### config.mk
export PLATFORM = sky130hd
export DESIGN_NAME = spi_dac_frame_receiver
export DESIGN_NICKNAME = d
export VERILOG_FILES = /design/src/rtl/spi_dac_pkg.sv /design/src/rtl/spi_input_synchronizer.sv /design/src/rtl/spi_dac_frame_receiver.sv
export SDC_FILE = /design/constraint.sdc
export NUM_CORES = 1
export LEC_CHECK = 0
export CAP_MARGIN = 30
export CORE_UTILIZATION = 50
export CTS_CLUSTER_DIAMETER = 40
export CTS_CLUSTER_SIZE = 8
export DETAILED_ROUTE_END_ITERATION = 7
export DONT_BUFFER_PORTS = 1
export PLACE_DENSITY = 0.62
export SLEW_MARGIN = 10
export SYNTH_ARGS = -nofsm -noshare
export SYNTH_HDL_FRONTEND = slang
export SYNTH_HIERARCHICAL = 1
export SYNTH_SLANG_ARGS = --single-unit
### constraint.sdc
create_clock -name clock_50Mhz -period 2.63 [get_ports clock_50Mhz]
set_input_delay 0.526 -clock clock_50Mhz [delete_from_list [all_inputs] [get_ports clock_50Mhz]]
set_output_delay 0.526 -clock clock_50Mhz [all_outputs]
set_load 0.02 [all_outputs]
### src/rtl/spi_dac_pkg.sv
// Shared types and constants for the SPI DAC frame receiver.
package spi_dac_pkg;

    typedef enum logic [1:0] {
        ST_IDLE  = 2'd0,
        ST_SHIFT = 2'd1,
        ST_DRAIN = 2'd2
    } state_e;

    localparam int DAC_FRAME_BITS = 16;
    localparam int DAC_DATA_BITS  = 12;

    localparam logic [1:0] MODE_NORMAL  = 2'b00;
    localparam logic [1:0] MODE_PD_1K   = 2'b01;
    localparam logic [1:0] MODE_PD_100K = 2'b10;
    localparam logic [1:0] MODE_PD_HIZ  = 2'b11;

endpackage

### src/rtl/spi_input_synchronizer.sv
// N-flop synchronizer for one asynchronous input, with a registered copy of
// the previous synchronized value and registered rise/fall pulses. Edge
// pulses are suppressed until both the chain and the previous-value flop
// hold real samples, so stale reset values never produce a false edge.
module spi_input_synchronizer #(
    parameter int   STAGES    = 2,
    parameter logic RESET_VAL = 1'b0
) (
    input  logic clk,
    input  logic reset_n,
    input  logic din,
    output logic sync_o,
    output logic prev_o,
    output logic rise_o,
    output logic fall_o
);

    logic [STAGES-1:0] stage_q, stage_d;
    logic [STAGES:0]   vld_q, vld_d;
    logic              prev_q, prev_d;
    logic              rise_q, rise_d;
    logic              fall_q, fall_d;

    // Next-state: shift the chain, age the valid mask, detect edges.
    always_comb begin
        stage_d[0] = din;
        for (int i = 1; i < STAGES; i++) begin
            stage_d[i] = stage_q[i-1];
        end
        vld_d  = {vld_q[STAGES-1:0], 1'b1};
        prev_d = stage_q[STAGES-1];
        rise_d = vld_q[STAGES] & stage_q[STAGES-1] & ~prev_q;
        fall_d = vld_q[STAGES] & ~stage_q[STAGES-1] & prev_q;
    end

    // Synchronizer, previous-value and edge-pulse registers.
    always_ff @(posedge clk) begin
        if (!reset_n) begin
            stage_q <= {STAGES{RESET_VAL}};
            vld_q   <= {(STAGES+1){1'b0}};
            prev_q  <= RESET_VAL;
            rise_q  <= 1'b0;
            fall_q  <= 1'b0;
        end else begin
            stage_q <= stage_d;
            vld_q   <= vld_d;
            prev_q  <= prev_d;
            rise_q  <= rise_d;
            fall_q  <= fall_d;
        end
    end

    assign sync_o = stage_q[STAGES-1];
    assign prev_o = prev_q;
    assign rise_o = rise_q;
    assign fall_o = fall_q;

endmodule

### src/rtl/spi_dac_frame_receiver.sv
// Receives 16-bit DAC command frames over a slow SPI link that is
// oversampled by the 50 MHz system clock. Captures 12 data bits and the
// 2-bit power-down mode of each complete frame and flags short/long frames.
module spi_dac_frame_receiver
    import spi_dac_pkg::*;
#(
    parameter int SYNC_STAGES = 2,
    parameter int FRAME_BITS  = DAC_FRAME_BITS
) (
    input  logic        clock_50Mhz,
    input  logic        reset_n,
    input  logic        input_SPI_SCLK,
    input  logic        input_SPI_SYNC_n,
    input  logic        input_SPI_DIN,
    output logic [11:0] receivedSample,
    output logic [1:0]  receivedMode,
    output logic        sampleValid,
    output logic        frameError,
    output logic        isBusy
);

    localparam logic [4:0] FRAME_CNT = 5'(FRAME_BITS);

    logic sclk_level_s, sclk_prev_s, sclk_rise_s, sclk_fall_s;
    logic sync_level_s, sync_prev_s, sync_rise_s, sync_fall_s;
    logic din_s;
    logic [4:0] cnt_inc_s;
    logic unused_s;

    state_e                  state_q, state_d;
    logic [4:0]              cnt_q, cnt_d;
    logic [FRAME_BITS-1:0]   shift_q, shift_d;
    logic [11:0]             sample_q, sample_d;
    logic [1:0]              mode_q, mode_d;
    logic                    valid_q, valid_d;
    logic                    err_q, err_d;
    logic                    err_seen_q, err_seen_d;
    logic [SYNC_STAGES:0]    din_pipe_q, din_pipe_d;

    spi_input_synchronizer #(.STAGES(SYNC_STAGES), .RESET_VAL(1'b0)) u_sync_sclk (
        .clk     (clock_50Mhz),
        .reset_n (reset_n),
        .din     (input_SPI_SCLK),
        .sync_o  (sclk_level_s),
        .prev_o  (sclk_prev_s),
        .rise_o  (sclk_rise_s),
        .fall_o  (sclk_fall_s)
    );

    spi_input_synchronizer #(.STAGES(SYNC_STAGES), .RESET_VAL(1'b1)) u_sync_sync_n (
        .clk     (clock_50Mhz),
        .reset_n (reset_n),
        .din     (input_SPI_SYNC_n),
        .sync_o  (sync_level_s),
        .prev_o  (sync_prev_s),
        .rise_o  (sync_rise_s),
        .fall_o  (sync_fall_s)
    );

    // DIN gets one flop beyond the synchronizer depth so it lines up with
    // the registered SCLK rise pulse.
    assign din_s     = din_pipe_q[SYNC_STAGES];
    assign cnt_inc_s = cnt_q + 5'd1;
    assign isBusy    = (state_q != ST_IDLE);
    assign unused_s  = ^{sclk_level_s, sclk_prev_s, sclk_fall_s, sync_prev_s, shift_q[FRAME_BITS-1]};

    // Frame FSM: next state, shift/count update and output pulses.
    always_comb begin
        state_d    = state_q;
        cnt_d      = cnt_q;
        shift_d    = shift_q;
        sample_d   = sample_q;
        mode_d     = mode_q;
        valid_d    = 1'b0;
        err_d      = 1'b0;
        err_seen_d = err_seen_q;
        din_pipe_d = {din_pipe_q[SYNC_STAGES-1:0], input_SPI_DIN};

        case (state_q)
            ST_IDLE: begin
                if (sync_fall_s) begin
                    state_d    = ST_SHIFT;
                    cnt_d      = 5'd0;
                    shift_d    = {FRAME_BITS{1'b0}};
                    err_seen_d = 1'b0;
                end else begin
                    state_d = ST_IDLE;
                end
            end
            ST_SHIFT: begin
                if (cnt_q == FRAME_CNT) begin
                    state_d  = ST_DRAIN;
                    sample_d = shift_q[DAC_DATA_BITS-1:0];
                    mode_d   = shift_q[DAC_DATA_BITS+1:DAC_DATA_BITS];
                    valid_d  = 1'b1;
                end else begin
                    if (sclk_rise_s) begin
                        shift_d = {shift_q[FRAME_BITS-2:0], din_s};
                        cnt_d   = cnt_inc_s;
                    end else begin
                        cnt_d = cnt_q;
                    end
                    // A bit landing with the SYNC_n rise counts first; if it
                    // completes the frame the capture happens next cycle.
                    if (sync_rise_s && !(sclk_rise_s && (cnt_inc_s == FRAME_CNT))) begin
                        err_d   = 1'b1;
                        state_d = ST_IDLE;
                    end else begin
                        state_d = ST_SHIFT;
                    end
                end
            end
            ST_DRAIN: begin
                if (sclk_rise_s && !err_seen_q) begin
                    err_d      = 1'b1;
                    err_seen_d = 1'b1;
                end else begin
                    err_d = 1'b0;
                end
                if (sync_level_s) begin
                    state_d = ST_IDLE;
                end else begin
                    state_d = ST_DRAIN;
                end
            end
            default: begin
                state_d = ST_IDLE;
            end
        endcase
    end

    // State, datapath and registered output flops.
    always_ff @(posedge clock_50Mhz) begin
        if (!reset_n) begin
            state_q    <= ST_IDLE;
            cnt_q      <= 5'd0;
            shift_q    <= {FRAME_BITS{1'b0}};
            sample_q   <= 12'd0;
            mode_q     <= MODE_NORMAL;
            valid_q    <= 1'b0;
            err_q      <= 1'b0;
            err_seen_q <= 1'b0;
            din_pipe_q <= {(SYNC_STAGES+1){1'b0}};
        end else begin
            state_q    <= state_d;
            cnt_q      <= cnt_d;
            shift_q    <= shift_d;
            sample_q   <= sample_d;
            mode_q     <= mode_d;
            valid_q    <= valid_d;
            err_q      <= err_d;
            err_seen_q <= err_seen_d;
            din_pipe_q <= din_pipe_d;
        end
    end

    assign receivedSample = sample_q;
    assign receivedMode   = mode_q;
    assign sampleValid    = valid_q;
    assign frameError     = err_q;

endmodule

==> impl_summary.txt, run 1 <==
----------------------------------------------------
[Run status]
  Run status ... complete, no violations

[Placed design]
  Port Buf Inserts ... 0
  Worst-case setup slack after placement ... approximately 0.67 ns
  Final weighted congestion in routability-driven placement ... 0.725
  Detailed Place HPWL ... about 2400 um

[GRT]
  Final global-route overflow total ... 0
  Global-route wire length before repair ... 6470 um
  Number of antenna violations at the first check in global routing ... 0
  Global-route usage over all layers ... 18.6%
  Number of global-route vias before repair ... approximately 1500
  Pin count of the biggest net entering global routing ... 60

[Floorplan]
  Starting density of the core ... 53.7%
  Total I/O pin count ... 22
  Height of the chip ... between 60 and 70 um
  Row count ... 23
  Chip Width ... between 60 and 70 um
  Standard cell core area ... roughly 4100 um^2
  Area enclosed by the die boundary ... approximately 4700 um^2

[Drt]
  Remaining design rule violation count ... 0
  1st-pass router iterations ... 4
  Total wire length after detailed routing ... 3660 um
  Violation count after the first detailed-routing iteration ... 43
  Post-DR wirelength/cell ... approximately 13 um
  Detail-routed via count per cell ... between 5 and 6
  Final antenna-violating net count ... 0
  Number of vias in the routed layout ... roughly 1500

[STA]
  Measured slew at the worst slew-check pin ... just under 0.7 ns
  Time the final worst path needs with I/O delays and setup ... approximately 2.0 ns
  Final-layout setup total negative slack ... 0 ns
  Final Skew ... 0.00392 ns
  Hold violation total from the final report ... 0
  Final max-slew violation count ... 0
  Final-report setup violation count ... 0
  Peak Freq ... ~500 MHz
  Ratio of final minimum period to clock period ... about three quarters
  Minimum hold slack ... approximately 0.25 ns
  Worst rel slew slack ... a little over half
  Setup repair after global routing missed its margin ... false
  Fin worst setup slack ... roughly 0.65 ns

[Setup path]
  Highest cell delay on the worst timing path ... about 0.7 ns
  Arrival time of the worst setup path ... around 2.2 ns
  Critical path endpoint category ... register
  Startpoint Class ... register
  Cell chain of the critical path ... inv_1 -> ha_1 -> and4bb_4 -> and4b_1 -> nand2_1 -> a21boi_0
  Worst setup path category ... reg2reg
  CP max-delay cell ... and4b_1
  Required time worst endpoint ... 2.85 ns
  Top fanout value on the critical path ... 19

[Clock network]
  Clock Sink Count ... between 50 and 60
  Clock latency on the worst-skew pair ... around 0.3 ns
  Total CTS buffers ... 5
  Max Buffers Root-to-Sink ... 2
  TritonCTS clock tree ... done
  Setup Buffers After CTS ... 0
  Post_cts resized ... 0
  Clock transition at path regs ... 0.09 ns
  CTS Root Cell ... clkbuf_8
  Hold bufs inserted after CTS ... 0
  Clock H-tree levels ... 2

[Synth]
  Average cell area after synthesis ... ~9.5 um^2
  Number of standard cells after synthesis ... 234
  Post-Syn Area ... between 2000 and 2500 um^2
  Count of synthesis-stage warnings from yosys ... 6
  Synthesized Nets ... roughly 250

[Cells and area]
  Antenna diodes ... 0
  Number of inserted filler cells in the final layout ... ~400
  Ratio of cells with drive above 1 in the final layout ... between 10% and 20%
  End-of-flow core utilization ... between 50% and 60%
  Post-layout net count ... 242
  Area overhead of the layout relative to synthesis ... 5.56%

[Power]
  Power per unit of standard cell area ... 641 nW/um^2
  Max IR drop VDD ... 0.390 mV
  Leak ... 0.902 nW

[Worst hold path]
  Type of the most critical hold path ... in2reg

[Job]
  Count of maximum capacitance violations ... 0

----------------------------------------------------
==> flip-flops by register name, indices dropped and copies added (netlist names), 2 cells and up <==
name / cells
shift_q: 14
receivedSample: 12
cnt_q: 5
din_pipe_q: 3
u_sync_sclk/vld_q: 3
u_sync_sync_n/vld_q: 3
receivedMode: 2
state_q: 2
u_sync_sclk/stage_q: 2
u_sync_sync_n/stage_q: 2
==> metal layers <==
metal / share of wire, % / track usage [%] / vias to the layer above
met3: 4.7 / 4.77 / 5
met4: 1.6 / 6.89 / 0
li1: - / - / 770
met1: 47 / 22.8 / 724
met5: 0 / 0 / -
met2: 47 / 31.1 / 35
==> stage by stage <==
stage	instances	total power [mW]	cell area, um^2
5_1_grt	280	1.57	2350
4_1_cts	280	1.52	2350
2_1_floorplan	234	0.901	2230
3_3_place_gp	273	0.897	2220
6_report	280	1.51	2350
3_5_place_dp	273	0.897	2220
==> cells in the final DEF (no fill, tap or decap), types with 2 or more instances in the layout <==
cell type	instances
dfxtp_1	56
nand2_1	52
nand3_1	20
a21boi_1	12
a21boi_0	12
a21boi_2	7
ha_1	7
and2_2	7
nand2b_1	6
inv_1	5
nor2b_1	5
o21ai_1	5
clkbuf_8	5
and4b_1	4
and2_1	4
nor3b_1	3
and3_1	2
xor2_1	2
o21ai_0	2
a21oi_1	2
bufinv_16	2
==> area by class of cell <==
| type | count | area (um^2) | share of cell area, % |
|---|---|---|---|
| Clock buffer | 5 | 68.8 | 2.93 |
| Clock inverter | 2 | 60.1 | 2.56 |
| Tap cell | 50 | 62.6 | 2.66 |
| Sequential cell | 56 | 1120 | 47.7 |
| Multi-Input combinational cell | 162 | 1020 | 43.3 |
| Inverter | 5 | 18.8 | 0.799 |
==> final timing paths <==
kind / from / to / slack, ns / cells after the start
max reg2reg: cnt_q[0] / shift_q[1] / 0.65 / 6
min reg2reg: u_sync_sync_n/stage_q[0] / u_sync_sync_n/stage_q[1] / 0.42 / 1
min: reset_n / u_sync_sclk/vld_q[0] / 0.25 / 0
max: cnt_q[0] / shift_q[1] / 0.65 / 6
==> where the power goes <==
part / leakage [nW] / internal [mW] / switching (mW)
Sequential: 0.454 / 0.857 / 0.00285
Combinational: 0.383 / 0.0134 / 0.00345
Clock: 0.0642 / 0.375 / 0.255
Total: 0.902 / 1.25 / 0.261
==> worst max-delay path: cells and delay by family (launching register included) <==
family / cells / cell delay (ns)
buf+inv: 1 / 0.08
simple gates: 3 / 1.05
flops: 1 / 0.40
compound gates: 1 / 0.18
fa+ha+maj: 1 / 0.19
(Power assumes the default switching activity.)
==> run 2: changes to the inputs <==
==> constraint.sdc (replaced) <==
create_clock -name clock_50Mhz -period 2.04 [get_ports clock_50Mhz]
set_input_delay 0.408 -clock clock_50Mhz [delete_from_list [all_inputs] [get_ports clock_50Mhz]]
set_output_delay 0.408 -clock clock_50Mhz [all_outputs]
set_load 0.02 [all_outputs]
==> impl_summary.txt, run 2 (same netlist as run 1, synthesis figures left out) <==
----------------------------------------------------
[Power]
  Pwr Total ... 1.84 mW (+22%)
  Sequential share of power ... 60.4% (+3.3 points)
  Power per unit of standard cell area ... 786 nW/um^2 (+23%)
  Clock share of power ... 38.4% (-3.4 points)
  Fraction of power spent switching nets ... 19.0% (+1.7 points)
  Combinational cell fraction of total power ... 1.2% (about the same)
  Max IR drop VDD ... 0.543 mV (+39%)
  Net switching power of the design ... 349 uW (+34%)
  Internal ... 1.49 mW (+19%)
  Leak ... 0.898 nW (-0.40%)

[Cells and area]
  Antenna diodes ... 0 (unchanged)
  Commonest cells after routing, fill and taps aside ... dfxtp_1, nand2_1, nand3_1, a21boi_1, a21boi_0
  Number of inserted filler cells in the final layout ... 396 (-2.5%)
  End-of-flow core utilization ... 56.4% (-0.33 points)
  Number of flip-flops under the largest register name ... 14 (unchanged)
  Most frequent standard cell in the layout excluding fill and tap cells ... dfxtp_1
  Area overhead of the layout relative to synthesis ... 4.95%
  Design area ... 2340 um^2 (-0.59%)
  Register bank with the most flops ... shift_q
  Post-layout net count ... 243 (+0.41%)
  Ratio of cells with drive above 1 in the final layout ... 10.8% (+0.34 points)

[Clock network]
  Total CTS buffers ... 5 (unchanged)
  Clock Sink Count ... 56 (unchanged)
  CTS Root Cell ... clkbuf_8
  Post_cts resized ... 0 (unchanged)
  Hold bufs inserted after CTS ... 0 (unchanged)
  Setup Buffers After CTS ... 0 (unchanged)
  Clock latency on the worst-skew pair ... 0.30 ns (about the same)
  Max Buffers Root-to-Sink ... 2 (unchanged)
  TritonCTS clock tree ... done
  Clock transition at path regs ... 0.10 ns (about the same)
  Clock H-tree levels ... 2 (unchanged)

[STA]
  Setup repair after global routing missed its margin ... false
  Ratio of final minimum period to clock period ... 84.0% (+8.7 points)
  Worst rel slew slack ... 65.8% (+12 points)
  Final Skew ... 0.00630 ns (+0.00237 ns)
  Final-report setup violation count ... 0 (unchanged)
  Minimum hold slack ... 0.146 ns (-0.102 ns)
  Peak Freq ... 584 MHz (+16%)
  Hold violation total from the final report ... 0 (unchanged)
  Final max-slew violation count ... 0 (unchanged)
  Final-layout setup total negative slack ... 0 ns (unchanged)
  Time the final worst path needs with I/O delays and setup ... 1.71 ns (-0.267 ns)
  Measured slew at the worst slew-check pin ... 0.512 ns (-0.182 ns)

[Floorplan]
  Starting density of the core ... 53.7% (unchanged)
  Chip Width ... 68.7 um (unchanged)
  Area enclosed by the die boundary ... 4720 um^2 (unchanged)
  Standard cell core area ... 4140 um^2 (unchanged)
  Height of the chip ... 68.7 um (unchanged)
  Total I/O pin count ... 22 (unchanged)
  Row count ... 23 (unchanged)

[Drt]
  Total wire length after detailed routing ... 3900 um (+6.6%)
  Violation count after the first detailed-routing iteration ... 97 (+130%)
  Number of vias in the routed layout ... 1539 (+0.33%)
  1st-pass router iterations ... 4 (unchanged)
  Post-DR wirelength/cell ... 13.8 um (+5.9%)
  Remaining design rule violation count ... 0 (unchanged)
  Detail-routed via count per cell ... 5.46 (-0.39%)
  Final antenna-violating net count ... 0 (unchanged)

[Setup path]
  Worst setup path category ... reg2reg
  Top fanout value on the critical path ... 15 (-4)
  Startpoint Class ... register
  Launching point of the worst reg2reg path ... cnt_q[0]
  Arrival time of the worst setup path ... 1.94 ns (-0.27 ns)
  Critical path endpoint category ... register
  Cell depth of the worst flop-to-flop path ... 6 (unchanged)
  Worst Setup SP ... cnt_q[0]
  Required time worst endpoint ... 2.27 ns (-0.58 ns)

[Placed design]
  Detailed Place HPWL ... 2560 um (+6.9%)
  Post-place instance area ... 2230 um^2 (+0.34%)
  Port Buf Inserts ... 0 (unchanged)
  Final weighted congestion in routability-driven placement ... 0.764 (+5.4%)

[GRT]
  Pin count of the biggest net entering global routing ... 60 (unchanged)
  Final global-route overflow total ... 0 (unchanged)
  Global-route wire length before repair ... 6780 um (+4.7%)
  Global-route usage over all layers ... 19.3% (+0.76 points)
  Number of antenna violations at the first check in global routing ... 0 (unchanged)
  Number of global-route vias before repair ... 1543 (+4.0%)

[Worst hold path]
  Worst Hold Depth ... 0 (unchanged)
  Startpoint of the worst hold path ... reset_n
  Type of the most critical hold path ... in2reg

[Run status]
  Run status ... complete, no violations

[Job]
  Count of maximum capacitance violations ... 0 (unchanged)

----------------------------------------------------
## run 2: path summary, 6_finish.rpt
check | slack (ns) | end
max | 0.33 | receivedMode[0]
min | 0.15 | u_sync_sync_n/vld_q[0]
max reg2reg | 0.33 | receivedMode[0]
min reg2reg | 0.44 | u_sync_sync_n/stage_q[1]
## run 2: power by group through the flow
stage	clock network, mW	logic, mW	registers (mW)
detailed placement	0	0.0223	1.13
floorplan	0	0.0276	1.13
global placement	0	0.0218	1.13
finish	0.706	0.0219	1.11
global route	0.768	0.0239	1.11
CTS	0.718	0.0224	1.11
## run 2: area by class of cell
cell class / count / area, um^2 / share of cell area [%]
inverter: 5 / 18.8 / 0.803
timing repair buffer: 1 / 7.51 / 0.321
sequential: 56 / 1120 / 48.0
tap: 50 / 62.6 / 2.68
clock inverter: 2 / 35.0 / 1.50
multi-input combinational: 162 / 1020 / 43.6
clock buffer: 6 / 72.6 / 3.11
## run 2: stage by stage
stage,setup slack [ns],cells
floorplan,0.489,234
global placement,0.471,274
detailed placement,0.343,274
CTS,0.293,282
global route,0.177,282
finish,0.326,282
## run 2: routing by layer
| metal | global-route usage, % | share of wire [%] | vias up |
|---|---|---|---|
| li1 | - | - | 777 |
| met1 | 23.8 | 49 | 735 |
| met2 | 32.2 | 47 | 23 |
| met3 | 4.28 | 3.2 | 4 |
| met4 | 8.67 | 0.97 | 0 |
| met5 | 0 | 0 | - |
## run 2: critical path, stage by stage, from the launching register on
cell and delay, ns:
dfxtp_1 0.41, inv_1 0.08, ha_1 0.21, and4bb_4 0.23, nand2_1 0.40, nand2_1 0.11
a21boi_0 0.19
